--- config.mk ---
export PLATFORM = sky130hd
export DESIGN_NAME = csr_trap_ctrl
export DESIGN_NICKNAME = d
export VERILOG_FILES = /design/src/rtl/csr_trap_ctrl.sv
export SDC_FILE = /design/constraint.sdc
export NUM_CORES = 1
export LEC_CHECK = 0
export CORE_ASPECT_RATIO = 0.75
export CORE_MARGIN = 4
export CORE_UTILIZATION = 37
export DETAILED_ROUTE_END_ITERATION = 8
export PLACE_DENSITY = 0.82
export SLEW_MARGIN = 30
export SYNTH_ARGS = -nofsm -noshare
export SYNTH_HDL_FRONTEND = slang
export SYNTH_SLANG_ARGS = --single-unit
--- constraint.sdc ---
create_clock -name wr_clk -period 1.9 [get_ports wr_clk]
set_input_delay 0.38 -clock wr_clk [delete_from_list [all_inputs] [get_ports wr_clk]]
set_output_delay 0.38 -clock wr_clk [all_outputs]
set_load 0.03 [all_outputs]
--- src/rtl/csr_trap_ctrl.sv ---
// csr_trap_ctrl: owns the machine-mode CSR file write port and read address.
// It passes software CSR accesses through while idle. Trap entry and mret run
// as short CSR update sequences that end in a one-cycle PC redirect to fetch.
module csr_trap_ctrl #(
    parameter logic [11:0] MTVEC_ADDR   = 12'h305,
    parameter logic [11:0] MEPC_ADDR    = 12'h341,
    parameter logic [11:0] MCAUSE_ADDR  = 12'h342,
    parameter logic [11:0] MSTATUS_ADDR = 12'h300
) (
    input  logic        wr_clk,
    input  logic        rst,
    input  logic        trap_req,
    input  logic [31:0] trap_pc,
    input  logic [31:0] trap_cause,
    input  logic        mret_req,
    input  logic        sw_wr_en,
    input  logic [11:0] sw_wr_reg,
    input  logic [31:0] sw_wr_bus,
    input  logic [11:0] sw_rd_reg,
    output logic [31:0] sw_rd_bus,
    output logic        ready,
    output logic        csr_wr_en,
    output logic [11:0] csr_wr_reg,
    output logic [31:0] csr_wr_bus,
    output logic [11:0] csr_rd_reg,
    input  logic [31:0] csr_rd_bus,
    output logic        redirect_valid,
    output logic [31:0] redirect_pc
);

    typedef enum logic [2:0] {
        IDLE     = 3'd0,
        T_EPC    = 3'd1,
        T_CAUSE  = 3'd2,
        T_STATUS = 3'd3,
        T_REDIR  = 3'd4,
        M_STATUS = 3'd5,
        M_REDIR  = 3'd6
    } state_t;

    state_t      state_q, state_d;
    logic [31:0] pc_q, pc_d;
    logic [31:0] cause_q, cause_d;

    // mstatus on trap entry: MPIE <- MIE, MIE <- 0, MPP <- M-mode.
    function automatic logic [31:0] trap_mstatus(input logic [31:0] old);
        logic [31:0] r;
        r        = old;
        r[7]     = old[3];
        r[3]     = 1'b0;
        r[12:11] = 2'b11;
        return r;
    endfunction

    // mstatus on mret: MIE <- MPIE, MPIE <- 1, MPP stays M-mode (only mode implemented).
    function automatic logic [31:0] mret_mstatus(input logic [31:0] old);
        logic [31:0] r;
        r        = old;
        r[3]     = old[7];
        r[7]     = 1'b1;
        r[12:11] = 2'b11;
        return r;
    endfunction

    // State and latched trap information registers.
    always_ff @(posedge wr_clk) begin
        if (rst) begin
            state_q <= IDLE;
            pc_q    <= '0;
            cause_q <= '0;
        end else begin
            state_q <= state_d;
            pc_q    <= pc_d;
            cause_q <= cause_d;
        end
    end

    // Next-state: trap has priority over mret; an mret lost to a trap is dropped.
    always_comb begin
        state_d = state_q;
        pc_d    = pc_q;
        cause_d = cause_q;
        unique case (state_q)
            IDLE: begin
                if (trap_req) begin
                    pc_d    = trap_pc;
                    cause_d = trap_cause;
                    state_d = T_EPC;
                end else if (mret_req) begin
                    state_d = M_STATUS;
                end
            end
            T_EPC:    state_d = T_CAUSE;
            T_CAUSE:  state_d = T_STATUS;
            T_STATUS: state_d = T_REDIR;
            T_REDIR:  state_d = IDLE;
            M_STATUS: state_d = M_REDIR;
            M_REDIR:  state_d = IDLE;
            default:  state_d = IDLE;
        endcase
    end

    // Outputs: software passthrough while idle, otherwise the sequence drives the CSR ports.
    always_comb begin
        ready          = 1'b0;
        csr_wr_en      = 1'b0;
        csr_wr_reg     = '0;
        csr_wr_bus     = '0;
        csr_rd_reg     = '0;
        redirect_valid = 1'b0;
        redirect_pc    = '0;
        unique case (state_q)
            IDLE: begin
                ready      = 1'b1;
                csr_wr_en  = sw_wr_en;
                csr_wr_reg = sw_wr_reg;
                csr_wr_bus = sw_wr_bus;
                csr_rd_reg = sw_rd_reg;
            end
            T_EPC: begin
                csr_wr_en  = 1'b1;
                csr_wr_reg = MEPC_ADDR;
                csr_wr_bus = pc_q;
            end
            T_CAUSE: begin
                csr_wr_en  = 1'b1;
                csr_wr_reg = MCAUSE_ADDR;
                csr_wr_bus = cause_q;
            end
            T_STATUS: begin
                csr_rd_reg = MSTATUS_ADDR;
                csr_wr_en  = 1'b1;
                csr_wr_reg = MSTATUS_ADDR;
                csr_wr_bus = trap_mstatus(csr_rd_bus);
            end
            T_REDIR: begin
                // Direct mode only: mtvec mode bits are masked off.
                csr_rd_reg     = MTVEC_ADDR;
                redirect_valid = 1'b1;
                redirect_pc    = {csr_rd_bus[31:2], 2'b00};
            end
            M_STATUS: begin
                csr_rd_reg = MSTATUS_ADDR;
                csr_wr_en  = 1'b1;
                csr_wr_reg = MSTATUS_ADDR;
                csr_wr_bus = mret_mstatus(csr_rd_bus);
            end
            M_REDIR: begin
                csr_rd_reg     = MEPC_ADDR;
                redirect_valid = 1'b1;
                redirect_pc    = csr_rd_bus;
            end
            default: begin
                ready = 1'b0;
            end
        endcase
    end

    assign sw_rd_bus = csr_rd_bus;

endmodule

# [Word level (Yosys, flattened, before mapping)]
# Cells that the tools add are included.
# Widths: inputs -> output; s select.
[totals] inputBits=157 output_inout_bits=123 register_bits=67 wordCells=25
[op_classes] eq_ne=7 n_reduce_logical=5 muxes=10
[op_table] operator="$pmux 32 s5" n=1
[op_table] operator="$pmux 12 s4" n=2
[op_table] operator="$pmux 32 s2" n=1
[op_table] operator="$pmux 3 s5" n=1
[op_table] operator="$eq 3x3->1 const B" n=3
[op_table] operator="$eq 3x2->1 const B" n=2
[op_table] operator="$mux 3" n=2
[op_table] operator="$reduce_or 2->1" n=2
[op_table] operator="$reduce_or 4->1" n=1
[op_table] operator="$eq 3x1->1 const B" n=1
[op_table] operator="$logic_not 3->1" n=1
[op_table] operator="$ne 3x3->1 const B" n=1
[op_table] operator="$mux 1" n=2
[op_table] operator="$pmux 1 s2" n=1
[op_table] operator="$reduce_and 2->1" n=1

# [Logic depth before layout (Yosys ltp)]
[logic_depth] word_depth=3 depth_mapped=6

# [Least setup slack after synthesis]
# Ideal clock, no wire load.
[synth_path] path_type="register -> output" from="register state_q[1]" to="output csr_wr_en" slack_ns=-0.096 stages_incl_launch_ff=7 n_path_buf=4 arrival_time_ns=1.616 path_cell_list="dfxtp_1 -> buf_6 -> buf_4 -> buf_6 -> buf_2 -> nor2_1 -> o21ai_0"
[synth_between] elab_chain_cells=3
[synth_lines] item="from (decl)" line_no="41" rtl="state_t state_q, state_d;"
[synth_lines] item="from (signal assigned)" line_no="72" rtl="state_q <= state_d;"
[synth_lines] item="$eq 3x3->1, or another cell as far along" line_no="112" rtl="unique case (state_q)"
[synth_lines] item="$reduce_or 4->1 (no source line)"
[synth_lines] item="$pmux 1 s2 *" line_no="112"
[synth_lines] item="to (decl)" line_no="22" rtl="output logic csr_wr_en,"
# Mark *: on every way between the ends. The rest lies on a longest branch, timed or not.

# [Worst setup path in the final report]
[layout_path] from="register state_q[1]" to="output csr_wr_bus[10]"
[layout_between] elab_chain_cells=2
[layout_lines] item="$eq 3x3->1, or another cell as far along" line_no="112"
[layout_lines] item="$pmux 32 s5 *" line_no="112"
[layout_lines] item="to (decl)" line_no="24" rtl="output logic [31:0] csr_wr_bus,"
# Marked as above.

==> results.yml <==
run_status:
  status: "finished, violations left"
  violations: "setup timing"
placement:
  gp_congestion: 0.817
  io_buffers: 279
  dpl.hpwl_mm: 13.5
  dp_slack_ns: -0.156
  dp_cells: 945
  place_area_um2: 6980
sta:
  fin_skew_ns: 0.00637
  holdWs_ns: 0.443
  period_minus_slack_ns: 2.19
  rsz0062_at_grt: "true"
  setup-tns-final_ns: -10.64
  fin_crit_sh_pct: 115
  drv_slew: 0
  setup_violations: 89
  fmax_mhz: 456
  slew_headroom_pct: 77.7
  setup_ws_ns: -0.291
  hold_violations: 0
  tightest_slew_ns: 0.334
min_path:
  hold_path.class: "in2reg"
synth:
  synth_top_family_by_area: "simple AND/OR/NAND/NOR gates"
  synth_top_area_cell: "dfxtp_1"
  synth_cells: 550
  synthAdderAreaFrac_pct: 0
  synth-compound-area-share_pct: 16.7
  synth_xor_area_share_pct: 0.204
  synth_area_leaders: "dfxtp_1 (31%), nand2_1 (12%), a21oi_1 (8.0%)"
  synth.distinct_cells: 34
  syn_area_um2: 4300
  synthMuxAreaShare_pct: 15.1
  syn_avg_cell_area_um2: 7.81
  ys_ff_latch: 67
  yosys.area_share.simple_pct: 23.7
  yosysTopAreaCellShare_pct: 31.2
  syn_nets: 707
  seq_area_frac_synth_pct: 31.2
  ys_warn_count: 0
die:
  start_util_pct: 38.5
  floorplan.io_pins: 280
  die_h_um: 101
  core-area_um2: 11100
  die_area_um2: 13400
  die_w_um: 132
  rows: 33
flow_run:
  cap_violations: 0
critical_path:
  rrSetupSlack_ns: 0.05
  required_ns: 1.52
  start_kind: "flop"
  cp.arrival_ns: 1.81
  crit_path_max_fanout: 8
  setup.worst_path.class: "reg2out"
  endpoint_kind: "primary output"
cells_and_area:
  fin_nets: 1002
  final_cell_area_um2: 8220
  nFillCells: 796
  final_cells: 990
  final_util_pct: 73.7
  layout.area.seq_um2: 1350
  diodes: 0
  area_growth_pct: 91.4
  multi_input_area_um2: 2680
  drive_gt1_share_pct: 36.2
grt:
  grt_max_degree: 44
  grt_pass1_wl_mm: 27.3
  antenna_found_initial: 1
  track_usage_pct: 25.1
  grt.overflow.total: 0
  grt_pass1_vias: 5117
cts:
  root_buffer: "clkbuf_16"
  insertion_delay_ns: 0.32
  cts_tree: "built"
  clock_path_buffers: 2
  cts-buffers-inserted: 9
  hold_buffers: 0
  cts_max_level: 3
  path_clk_slew_ns: 0.05
  clkSinkCount: 67
routing:
  vias_per_cell: 5.25
  routed_wirelength_mm: 19.1
  drt_iter0_drc: 306
  drt-pass1-iter-count: 5
  wl_per_cell_um: 19.3
  drtAntennaViolNets: 0
  vias: 5201
  drcViolationCount: 0
pwr:
  power_leakage_nw: 3.48
  power_mw: 6.62
  ir_drop_mv: 0.617
  p_per_area_nw_per_um2: 806
-- synth_stat cells, drive strengths merged --
cell	n
mux2i	31
dfxtp	67
a221oi	1
or2	1
and2	44
nor2	36
mux2	30
buf	66
o22ai	1
nand3b	1
and3	2
nor2b	3
o21a	2
o32ai	2
inv	1
and3b	1
nand2b	1
nand3	1
a221o	27
clkbuf	14
o21ai	5
o211ai	1
o31a	1
or4b	1
nor4b	1
a21oi	69
nor3	2
a22oi	1
o21bai	1
xor2	1
nand2	135
-- area by class of cell --
cell class / count / share of cell area [%]
clock buffer: 11 / 3.07
multi-input combinational: 403 / 32.6
sequential: 67 / 16.4
tap: 140 / 2.13
clock inverter: 5 / 0.441
inverter: 1 / 0.0457
timing repair buffer: 363 / 45.3
-- cells in the final DEF, fill, tap and decap left out, drive strengths merged, types with 2 or more instances in the layout --
master,Yosys,layout
nor2,36,36
and2,44,44
clkinvlp,0,3
o21a,2,2
nand2,135,135
a21oi,69,69
a221o,27,27
inv,1,2
nand2b,1,2
mux2,30,30
dfxtp,67,67
nor3,2,2
o32ai,2,2
mux2i,31,31
buf,66,204
clkdlybuf4s50,0,155
o21ai,5,5
and3,2,2
nor2b,3,3
clkbuf,14,14
-- registers in the layout (all words and copies together) (netlist names) --
signal / flops
cause_q: 32
state_q: 3
pc_q: 32
-- repair_timing --
| item | in CTS | in global routing |
|---|---|---|
| setup buffers | 14 | 8 |
| gates cloned | 4 | 5 |
| hold endpoints to repair | 0 | 0 |
| gates resized for setup | 66 | 96 |
| endpoints found under the setup margin | 64 | 88 |
| pin swaps | 23 | 30 |
-- path summary, 6_finish.rpt --
path          startpoint  cells past startpoint              to
max           state_q[1]                      5  csr_wr_bus[10]
min                  rst                      2      state_q[1]
max reg2reg   state_q[1]                      6     cause_q[26]
min reg2reg  cause_q[14]                      2     cause_q[14]
-- kinds of logic after synthesis --
kind of cell           count (synthesis)
flip-flops                            67
AO/OA/AOI/OAI                        111
buffers and inverters                 81
XOR/XNOR                               1
AND/OR/NAND/NOR                      229
multiplexers                          61
-- critical path: stages, from the launching register on --
cell     delay, ns
dfxtp_4       0.39
buf_12        0.13
buf_12        0.13
mux2_2        0.34
a221o_1       0.35
buf_6         0.15
-- power by group --
part           internal [mW]  switching, mW  leakage (nW)
combinational           1.69           1.76          2.80
sequential              1.54         0.0805         0.550
clock                  0.956          0.606         0.134
total                   4.18           2.44          3.48
-- layer usage --
layer | GRT usage, % | routed length, um | up-vias
li1 | - | - | 2431
met3 | 6.65 | 1320 | 35
met1 | 31.9 | 7940 | 2501
met5 | 0 | 13 | -
met2 | 43.6 | 9530 | 232
met4 | 4.79 | 308 | 2
(Power assumes the default switching activity.)
